<file path="config.mk">
export PLATFORM = sky130hd
export DESIGN_NAME = cpu_timing_sequencer
export DESIGN_NICKNAME = d
export VERILOG_FILES = /design/src/rtl/cpu_timing_sequencer.sv
export SDC_FILE = /design/constraint.sdc
export NUM_CORES = 1
export LEC_CHECK = 0
export CORE_MARGIN = 10
export CORE_UTILIZATION = 42
export DETAILED_ROUTE_END_ITERATION = 10
export PLACE_DENSITY = 0.77
export SYNTH_ARGS = -nofsm -noshare
export SYNTH_HDL_FRONTEND = slang
export SYNTH_SLANG_ARGS = --single-unit
</file>
<file path="constraint.sdc">
create_clock -name Clock -period 1.8 [get_ports Clock]
set_input_delay 0.18 -clock Clock [delete_from_list [all_inputs] [get_ports Clock]]
set_output_delay 0.18 -clock Clock [all_outputs]
set_load 0.005 [all_outputs]
</file>
<file path="src/rtl/cpu_timing_sequencer.sv">
`default_nettype none
// ============================================================================
// Module      : cpu_timing_sequencer
// Description : Timing-signal generator for the hardwired control unit.
//               A sequence counter (SC) is advanced once per clock and
//               decoded into a registered one-hot timing vector T.  The
//               control unit can clear SC at the end of an instruction,
//               stall the sequence (Hold), stop the CPU (Halt) and restart
//               it at T0 (Resume).
//               Optional feature macro: SEQ_WRAP_ERR_EN adds a sticky
//               WrapErr output that flags an SC wrap without SC_Clear.
// Revision    : 1.0 - initial release
// ============================================================================
module cpu_timing_sequencer #(
    parameter int T_WIDTH = 8,
    parameter int SC_W    = 3
) (
    input  logic               Clock,
    input  logic               Reset,
    input  logic               SC_Clear,
    input  logic               Hold,
    input  logic               Halt,
    input  logic               Resume,
    output logic [T_WIDTH-1:0] T,
    output logic [SC_W-1:0]    SC,
    output logic               Running,
    output logic               FetchPhase
`ifdef SEQ_WRAP_ERR_EN
    ,
    output logic               WrapErr
`endif
);

    // ------------------------------------------------------------------
    // Constants
    // ------------------------------------------------------------------
    localparam logic [0:0]         ST_RUN    = 1'b0;
    localparam logic [0:0]         ST_HALTED = 1'b1;

    localparam logic [T_WIDTH-1:0] T_ZERO    = '0;
    localparam logic [T_WIDTH-1:0] T_PHASE0  = {{(T_WIDTH-1){1'b0}}, 1'b1};
    localparam logic [SC_W-1:0]    SC_ZERO   = '0;
    localparam logic [SC_W-1:0]    SC_ONE    = {{(SC_W-1){1'b0}}, 1'b1};
    localparam logic [SC_W-1:0]    SC_LAST   = SC_W'(T_WIDTH - 1);

    // ------------------------------------------------------------------
    // State
    // ------------------------------------------------------------------
    logic [0:0]         state_q,   state_d;
    logic [SC_W-1:0]    sc_q,      sc_d;
    logic [T_WIDTH-1:0] t_q,       t_d;
    logic               running_q, running_d;

    // Free-running increment; SC_W bits wrap naturally because T_WIDTH is
    // a power of two, so SC_LAST + 1 lands on zero.
    logic [SC_W-1:0]    w_sc_inc;
    logic [T_WIDTH-1:0] w_t_inc;
    logic               w_wrap;

    // Increment path shared by the RUN advance case.
    always_comb begin
        w_sc_inc = sc_q + SC_ONE;
        w_t_inc  = T_PHASE0 << w_sc_inc;
    end

    // Next-state logic: RUN priority is Halt > SC_Clear > Hold > advance;
    // in HALTED only Resume (without Halt) does anything.
    always_comb begin
        state_d   = state_q;
        sc_d      = sc_q;
        t_d       = t_q;
        running_d = running_q;
        w_wrap    = 1'b0;

        case (state_q)
            ST_RUN: begin
                if (Halt) begin
                    state_d   = ST_HALTED;
                    sc_d      = SC_ZERO;
                    t_d       = T_ZERO;
                    running_d = 1'b0;
                end else if (SC_Clear) begin
                    sc_d      = SC_ZERO;
                    t_d       = T_PHASE0;
                end else if (Hold) begin
                    sc_d      = sc_q;
                    t_d       = t_q;
                end else begin
                    sc_d      = w_sc_inc;
                    t_d       = w_t_inc;
                    // Falling off the last phase means the control unit
                    // never ended the instruction.
                    w_wrap    = (sc_q == SC_LAST);
                end
            end

            ST_HALTED: begin
                sc_d      = SC_ZERO;
                t_d       = T_ZERO;
                running_d = 1'b0;
                if (Resume && !Halt) begin
                    state_d   = ST_RUN;
                    t_d       = T_PHASE0;
                    running_d = 1'b1;
                end
            end

            default: begin
                state_d   = ST_RUN;
                sc_d      = SC_ZERO;
                t_d       = T_PHASE0;
                running_d = 1'b1;
            end
        endcase
    end

    // Registered state; active-low synchronous reset restarts at T0.
    always_ff @(posedge Clock) begin
        if (!Reset) begin
            state_q   <= ST_RUN;
            sc_q      <= SC_ZERO;
            t_q       <= T_PHASE0;
            running_q <= 1'b1;
        end else begin
            state_q   <= state_d;
            sc_q      <= sc_d;
            t_q       <= t_d;
            running_q <= running_d;
        end
    end

`ifdef SEQ_WRAP_ERR_EN
    logic wrap_err_q, wrap_err_d;

    // Sticky wrap flag; only Reset clears it.
    always_comb begin
        wrap_err_d = wrap_err_q | w_wrap;
    end

    // Wrap flag register.
    always_ff @(posedge Clock) begin
        if (!Reset) begin
            wrap_err_q <= 1'b0;
        end else begin
            wrap_err_q <= wrap_err_d;
        end
    end

    assign WrapErr = wrap_err_q;
`else
    // Wrap detection still exists structurally but has no observer.
    logic w_wrap_unused;
    assign w_wrap_unused = w_wrap;
`endif

    // ------------------------------------------------------------------
    // Outputs
    // ------------------------------------------------------------------
    assign T          = t_q;
    assign SC         = sc_q;
    assign Running    = running_q;
    assign FetchPhase = t_q[0] | t_q[1];

endmodule
`default_nettype wire

</file>
==> metrics.cfg, run 1 <==
[outcome]
status = finished clean

[drt]
via_count = 476
wl_per_cell_um = 13.80
via_per_inst = 5.231
drc = 0
dr.first_iter.drc_count = 13
ant_nets = 0
firstDrtPassIters = 4
finalWirelength_mm = 1.256

[yosys]
synth_top_area_share_pct = 45.02
yosys.area_share.simple_pct = 14.94
synth_area_leader_cell = dfxtp_1
syn_nets = 65
synth_cells = 54
synthMuxAreaShare_pct = 3.463
synth.distinct_cells = 21
postSynthAreaPerCell_um2 = 10.70
synth_xor_area_share_pct = 4.545
synth-warning-count = 0
yosysSeqAreaShare_pct = 45.02
ys_ff_latch = 13
synth.area.top_cells = dfxtp_1 45%, a32o_1 12%, ha_1 11%
synth_top_family_by_area = compound AO/OA/AOI/OAI gates
syn_area_um2 = 578.1
synthAdderAreaFrac_pct = 10.82
synth_compound_area_share_pct = 17.32

[global_route]
grt_overflow = 0
grt_max_degree = 10
grt_use_total_pct = 8.359
grt_pass1_vias = 486
grt_antenna_before_repair = 0
grt_pass1_wl_mm = 2.221

[sta]
post-route-period-util_pct = 83.47
fin_ws_ns = 0.2975
grt_setup_unrepaired = no
skew_ns = 0.003881
drv_slew = 0
setup-violations-final = 0
tightest_slew_ns = 0.2987
max-slew-margin-rel_pct = 80.02
hold_viol = 0
min_period_ns = 1.502
tns_ns = 0
fmax_mhz = 665.6

[floorplanning]
core_um2 = 1301
start_util_pct = 44.42
io_pins = 19
rows = 13
die-area_um2 = 3260
die_w_um = 57.10
die_h_um = 57.10

[clock_tree]
cts-root-buf = clkbuf_4
cts-resized-gates = 0
clock_path_buffers = 2
tritoncts = yes
cts.htree.levels = 1
clk_latency_ns = 0.27
postCtsSetupBuffers = 0
cts_hold_buf = 0
path_clk_slew_ns = 0.08
numCtsBuffers = 3
clock-sinks = 13

[flow_run]
maxCapViolations = 0

[worst_setup_path]
timing_worst_setup_path_type = reg2out
rrSetupSlack_ns = 0.35
cp-end-kind = output pin
start_kind = flip-flop
worstPathArrival_ns = 1.32
cp.required_ns = 1.62
cp_max_fo = 3

[worst_hold_path]
min_path_type = reg2reg

[layout]
nFillCells = 127
area_delta_synth_final_pct = 40.26
nets = 88
layout.cells.non_filler = 91
drive_above_1_share_pct = 11.84
fin_util_pct = 62.31
antennaDiodeCount = 0

[power_and_ir_drop]
peakVddDrop_uv = 494.0
power_leakage_nw = 0.3201
power_density_nw_per_um2 = 661.5
p_total_uw = 536.3

[placed_design]
port-buffer-count = 18
hpwl_mm = 1.008
dp.cells = 87
place_ws_ns = 0.1885
gp_congestion = 0.7282

==> worst max-delay path: stages, from the launching register on <==
cell and delay, ns:
dfxtp_1 0.32, or2_2 0.28, clkdlybuf4s50_1 0.45
==> stage by stage <==
| step | area [um2] | hold WS [ns] |
|---|---|---|
| floorplan | 578.1 | 0.2927 |
| global placement | 784.5 | 0.4462 |
| detailed placement | 784.5 | 0.4571 |
| CTS | 810.8 | 0.4733 |
| global route | 810.8 | 0.4975 |
| finish | 810.8 | 0.4649 |
==> logic make-up (layout without fill, tap and decap cells) <==
family,count (synthesis),in the layout
AOI/OAI and AO/OA,11,11
buffers and inverters,6,28
and+or+nand+nor,14,14
DFF,13,13
muxes,2,2
xor gates and xnor gates,3,3
adders and majority gates,5,5
==> path summary, 6_finish.rpt <==
path	start	to	cells after the start
setup / recovery	T[0]$_SDFFE_PN1P_	FetchPhase	2
hold / removal	T[0]$_SDFFE_PN1P_	T[0]$_SDFFE_PN1P_	2
setup reg to reg	SC[0]$_SDFFE_PN0P_	T[5]$_SDFFE_PN0P_	4
hold reg to reg	T[0]$_SDFFE_PN1P_	T[0]$_SDFFE_PN1P_	2
==> sequential cells by signal (all words and copies together), names as in the netlist <==
register	flops
SC	3
T	8
Running	1
state_q	1
==> report_power, final <==
group | total [mW] | switching, mW | internal (mW) | leakage, nW
sequential | 0.300 | 0.00602 | 0.294 | 0.106
clock | 0.178 | 0.0927 | 0.0857 | 0.0150
combinational | 0.0582 | 0.0226 | 0.0356 | 0.199
==> per-layer routing <==
metal	global-route usage [%]	routed length, um	up-vias
met4	5.034	23	0
met3	4.425	109	2
li1	-	-	238
met1	8.717	523	220
met2	13.02	599	16
met5	0	0	-
==> cell usage in the layout, fill, tap and decap left out, drive strengths merged <==
| cell | instances |
|---|---|
| nor2 | 4 |
| a32o | 7 |
| dfxtp | 13 |
| inv | 4 |
| or2 | 1 |
| xnor2 | 1 |
| o21a | 1 |
| buf | 2 |
| mux2i | 2 |
| o41ai | 1 |
| clkdlybuf4s50 | 18 |
| clkbuf | 4 |
| nand2 | 1 |
| o21ai | 1 |
| nor2b | 3 |
| and3 | 1 |
| ha | 5 |
| or4 | 1 |
| nor3 | 3 |
| xor2 | 2 |
| a2bb2oi | 1 |
==> synthesized netlist by cell type (all sizes together) <==
cell	count
nor2b	3
a2bb2oi	1
xor2	2
nor3	3
o21ai	1
or2	1
inv	4
o21a	1
clkbuf	2
nand2	1
and3	1
mux2i	2
xnor2	1
o41ai	1
a32o	7
nor2	4
dfxtp	13
or4	1
ha	5
==> cell type report <==
| cell class | count | area, um2 | area share, % |
|---|---|---|---|
| well taps | 15 | 18.77 | 2.315 |
| repair buffers | 20 | 195.2 | 24.07 |
| flip-flops and latches | 13 | 260.3 | 32.10 |
| multi-input cells | 35 | 295.3 | 36.42 |
| inverters | 4 | 15.01 | 1.852 |
| clock buffers | 4 | 26.28 | 3.241 |
No activity file was read; power rests on OpenSTA's default activity.
==> run 2: changes to the inputs <==
==> constraint.sdc (replaced) <==
create_clock -name Clock -period 1.4 [get_ports Clock]
set_input_delay 0.14 -clock Clock [delete_from_list [all_inputs] [get_ports Clock]]
set_output_delay 0.14 -clock Clock [all_outputs]
set_load 0.005 [all_outputs]
==> run 2 against run 1 <==
Utilization rose by 4.3 points. Combinational power rose by 52%. Clock-buffer cell count did not move. Largest cell class unchanged. Clock skew rose by 0.0030 ns. Die area did not move. Clock power rose by 30%. Worst setup slack got worse by 0.22 ns. Non-clock buffer count rose by 7. Cell count rose by 7.7%. Flip-flop and latch count did not move. Largest power group unchanged. Power rose by 31%.
==> metrics.cfg, run 2 (synthesis results as in run 1) <==
[clock_tree]
postCtsSetupBuffers = 0  ; unchanged
tritoncts = yes
path_clk_slew_ns = 0.08  ; about the same
numCtsBuffers = 3  ; unchanged
clock_path_buffers = 2  ; unchanged
clock-sinks = 13  ; unchanged
cts.htree.levels = 1  ; unchanged
cts-root-buf = clkbuf_4
clk_latency_ns = 0.27  ; about the same

[layout]
drive_above_1_share_pct = 22.89  ; +11 points
layout_commonest_cell = clkdlybuf4s50_1
largest_reg_flops = 8  ; unchanged
final_cell_mix = 15 x clkdlybuf4s50_1, 10 x dfxtp_1, 9 x buf_4, 7 x a32o_1, 5 x ha_1
nets = 95  ; +8.0%
antennaDiodeCount = 0  ; unchanged
design_area_um2 = 867.1  ; +6.9%
area_delta_synth_final_pct = 50.00

[global_route]
grt_antenna_before_repair = 0  ; unchanged
grt_pass1_vias = 534  ; +9.9%
grt_max_degree = 12  ; +2
grt_use_total_pct = 9.007  ; +0.65 points
grt_pass1_wl_mm = 2.484  ; +12%
grt_overflow = 0  ; unchanged

[worst_setup_path]
cp-end-kind = flip-flop
timing_worst_setup_path_type = reg2reg
start_kind = flip-flop
cp_max_fo = 4  ; +1
worstPathArrival_ns = 1.54  ; +0.22 ns
cp.required_ns = 1.61  ; about the same

[floorplanning]
die_w_um = 57.10  ; unchanged
io_pins = 19  ; unchanged
die-area_um2 = 3260  ; unchanged
start_util_pct = 44.42  ; unchanged
die_h_um = 57.10  ; unchanged
rows = 13  ; unchanged
core_um2 = 1301  ; unchanged

[sta]
max-slew-margin-rel_pct = 78.04  ; -2.0 points
drv_slew = 0  ; unchanged
tightest_slew_ns = 0.3283  ; +0.02957 ns
grt_setup_unrepaired = no
min_period_ns = 1.325
hold_viol = 0  ; unchanged
setup-violations-final = 0  ; unchanged
fmax_mhz = 754.9
skew_ns = 0.006895  ; +0.003014 ns
post-route-period-util_pct = 94.62

[drt]
wl_per_cell_um = 13.53  ; -2.0%
firstDrtPassIters = 4  ; unchanged
via_count = 511  ; +7.4%
finalWirelength_mm = 1.326  ; +5.6%
drc = 0  ; unchanged
via_per_inst = 5.214  ; -0.32%
dr.first_iter.drc_count = 6  ; -7
ant_nets = 0  ; unchanged

[placed_design]
dpl-instance-area_um2 = 837.1  ; +6.7%
hpwl_mm = 1.057  ; +4.8%
gp_congestion = 0.7008  ; -3.8%
port-buffer-count = 18  ; unchanged

[outcome]
status = finished clean

[power_and_ir_drop]
p_total_uw = 702.6  ; +31%
peakVddDrop_uv = 453.0  ; -8.3%
power_leakage_nw = 0.3805  ; +19%
power_density_nw_per_um2 = 810.3  ; +22%

[worst_hold_path]
min_path_type = reg2reg

[flow_run]
maxCapViolations = 0  ; unchanged

## run 2: cell count changes in the layout (fill, tap and decap cells not counted)
cell             before  now
dlymetal6s2s_1        0    1
buf_4                 2    9
dfxtp_2               0    3
dlygate4sd2_1         0    2
clkdlybuf4s50_1      18   15
dfxtp_1              13   10
## run 2: path summary, 6_finish.rpt
path / startpoint / endpoint / slack [ns] / cells past startpoint
worst max-delay path: SC[0]$_SDFFE_PN0P_ / T[6]$_SDFFE_PN0P_ / 0.08 / 4
worst min-delay path: T[0]$_SDFFE_PN1P_ / T[0]$_SDFFE_PN1P_ / 0.47 / 2
worst max register to register: SC[0]$_SDFFE_PN0P_ / T[6]$_SDFFE_PN0P_ / 0.08 / 4
worst min register to register: T[0]$_SDFFE_PN1P_ / T[0]$_SDFFE_PN1P_ / 0.47 / 2
## run 2: what timing repair did
item / 4_1_cts / 5_1_grt
hold buffers: 0 / 0
pin swaps: 0 / 0
setup endpoints to repair: 3 / 2
gates resized for setup: 4 / 2
## run 2: worst max-delay path: stages (launching register included)
cell	delay, ns
dfxtp_2	0.34
ha_1	0.21
xor2_1	0.29
nor2b_4	0.25
a32o_1	0.17
## run 2: final cells by class
type | instances | area [um2]
Fill cell | 117 | 434.2
Sequential cell | 13 | 264.0
Tap cell | 15 | 18.77
Multi-Input combinational cell | 35 | 295.3
Timing Repair Buffer | 27 | 247.7
Inverter | 4 | 15.01
Clock buffer | 4 | 26.28
## run 2: power breakdown
part           switching [mW]  internal, mW  leakage [nW]
clock network           0.122         0.110        0.0150
logic                  0.0347        0.0539         0.258
registers             0.00445         0.378         0.107
total                   0.161         0.542         0.380
## run 2: metrics by stage
stage / hold slack [ns] / setup slack [ns] / std cells / util (%) / TNS [ns]
final: 0.4659 / 0.07538 / 98 / 66.63 / 0
after global routing: 0.4886 / 0.02512 / 98 / 66.63 / 0
after CTS: 0.4720 / 0.01319 / 98 / 66.35 / 0
after floorplan: 0.2527 / 0.1140 / 54 / - / 0
after global placement: 0.4478 / -0.1263 / 94 / 64.33 / -0.9463
after detailed placement: 0.4587 / -0.1553 / 94 / 64.33 / -1.160
## run 2: per-layer routing
metal	up-vias	track usage [%]	routed length (um)
met4	0	3.020	6
met5	-	0	0
li1	254	-	-
met2	10	13.49	634
met3	2	4.204	79
met1	245	11.03	605
==> run 3: changes to the inputs <==
==> constraint.sdc (replaced) <==
create_clock -name Clock -period 1.35 [get_ports Clock]
set_input_delay 0.135 -clock Clock [delete_from_list [all_inputs] [get_ports Clock]]
set_output_delay 0.135 -clock Clock [all_outputs]
set_load 0.01 [all_outputs]
==> run 3 against run 2 <==
Non-clock buffer count stayed put. Sequential share of layout area down 0.78 points. Utilization increased by 0.77 points. Die area is the same. Clock power rose by 4%. Cell area increased by 1.2%.
==> metrics.cfg, run 3 (synthesis results as in run 1) <==
[power_and_ir_drop]
p_total_uw = 736.2  ; +4.8%
power_leakage_nw = 0.3899  ; +2.5%
power_density_nw_per_um2 = 839.3  ; +3.6%
peakVddDrop_uv = 515.2  ; +14%

[worst_setup_path]
cp-end-kind = output pin
path_cells = clkdlybuf4s50_1
cpMaxStageDelayCell = clkdlybuf4s50_1
crit_family = buffers and inverters
start_kind = flip-flop
critPathMaxStageDelay_ns = 0.55  ; +0.21 ns
worstPathArrival_ns = 1.17  ; -0.37 ns
timing_worst_setup_path_type = reg2out
cp.required_ns = 1.22  ; -0.39 ns
cp_max_fo = 2  ; -2
crit_buf_inv = 1  ; +1

[layout]
largest_reg_flops = 8  ; unchanged
nFillCells = 119  ; +1.7%
drive_above_1_share_pct = 22.89  ; unchanged
fin_util_pct = 67.40  ; +0.77 points
nets = 95  ; unchanged
antennaDiodeCount = 0  ; unchanged
area_delta_synth_final_pct = 51.73
design_area_um2 = 877.1  ; +1.2%
final_cell_mix = 13 x dfxtp_1, 13 x clkdlybuf4s50_1, 9 x buf_4, 7 x a32o_1, 5 x ha_1
layout.cells.non_filler = 98  ; unchanged

[placed_design]
hpwl_mm = 1.101  ; +4.1%
dp.cells = 94  ; unchanged
port-buffer-count = 18  ; unchanged
dpl-instance-area_um2 = 837.1  ; unchanged
gp_congestion = 0.6868  ; -2.0%

[sta]
fmax_mhz = 763.6
min_period_ns = 1.310
drv_slew = 0  ; unchanged
post-route-period-util_pct = 97.01
skew_ns = 0.002139  ; -0.004756 ns
max-slew-margin-rel_pct = 82.86  ; +4.8 points
tightest_slew_ns = 0.2543  ; -0.07399 ns
setup-violations-final = 0  ; unchanged
hold_viol = 0  ; unchanged
tns_ns = 0  ; unchanged

[global_route]
grt_overflow = 0  ; unchanged
grt_use_total_pct = 9.131  ; +0.12 points
grt_pass1_wl_mm = 2.456  ; -1.1%
grt_antenna_before_repair = 0  ; unchanged
grt_max_degree = 12  ; unchanged
grt_pass1_vias = 541  ; +1.3%

[worst_hold_path]
min_path_type = reg2reg

[flow_run]
maxCapViolations = 0  ; unchanged

[floorplanning]
die_h_um = 57.10  ; unchanged
core_um2 = 1301  ; unchanged
die_w_um = 57.10  ; unchanged
die-area_um2 = 3260  ; unchanged
rows = 13  ; unchanged
io_pins = 19  ; unchanged
start_util_pct = 44.42  ; unchanged

[clock_tree]
clock-sinks = 13  ; unchanged
clock_path_buffers = 2  ; unchanged
cts_hold_buf = 0  ; unchanged
cts.htree.levels = 1  ; unchanged
path_clk_slew_ns = 0.08  ; about the same
clk_latency_ns = 0.27  ; about the same
cts-resized-gates = 4  ; unchanged
postCtsSetupBuffers = 0  ; unchanged
tritoncts = yes
numCtsBuffers = 3  ; unchanged
cts-root-buf = clkbuf_4

[drt]
via_per_inst = 5.153  ; -1.2%
finalWirelength_mm = 1.434  ; +8.1%
wl_per_cell_um = 14.63  ; +8.1%
via_count = 505  ; -1.2%
ant_nets = 0  ; unchanged
drc = 0  ; unchanged
dr.first_iter.drc_count = 10  ; +4
firstDrtPassIters = 4  ; unchanged

[outcome]
status = finished clean

[run 3: final cells by class]
cell class                 instances  area, um2  area share, %
sequential                        13      260.3          29.67
inverter                           4      15.01          1.712
timing repair buffer              27      245.2          27.96
multi-input combinational         35      311.5          35.52
clock buffer                       4      26.28          2.996
tap                               15      18.77          2.140
[run 3: metal layers]
metal | global-route usage [%] | routed length [um] | vias to the layer above
met5 | 0 | 0 | -
met4 | 5.034 | 19 | 0
met3 | 3.982 | 98 | 4
met2 | 14.88 | 735 | 10
li1 | - | - | 252
met1 | 9.642 | 580 | 239
[run 3: path summary, 6_finish.rpt]
kind | cells after the start | endpoint | slack [ns] | from
worst max register to register | 3 | T[7]$_SDFFE_PN0P_ | 0.05 | state_q$_SDFF_PN0_
worst max-delay path | 1 | Running | 0.04 | Running$_SDFFE_PN1P_
worst min-delay path | 1 | T[6]$_SDFFE_PN0P_ | 0.47 | T[6]$_SDFFE_PN0P_
worst min register to register | 1 | T[6]$_SDFFE_PN0P_ | 0.47 | T[6]$_SDFFE_PN0P_
[run 3: power by group]
part           internal [mW]  switching, mW
combinational         0.0566         0.0411
sequential             0.392        0.00611
clock                  0.115          0.126
[run 3: per-stage QoR]
stage	setup slack [ns]	hold WS (ns)
6_report	0.04033	0.4718
5_1_grt	-0.02600	0.5099
4_1_cts	0.02548	0.4781
3_5_place_dp	-0.2179	0.4609
3_3_place_gp	-0.1675	0.4503
2_1_floorplan	0.02055	0.2477
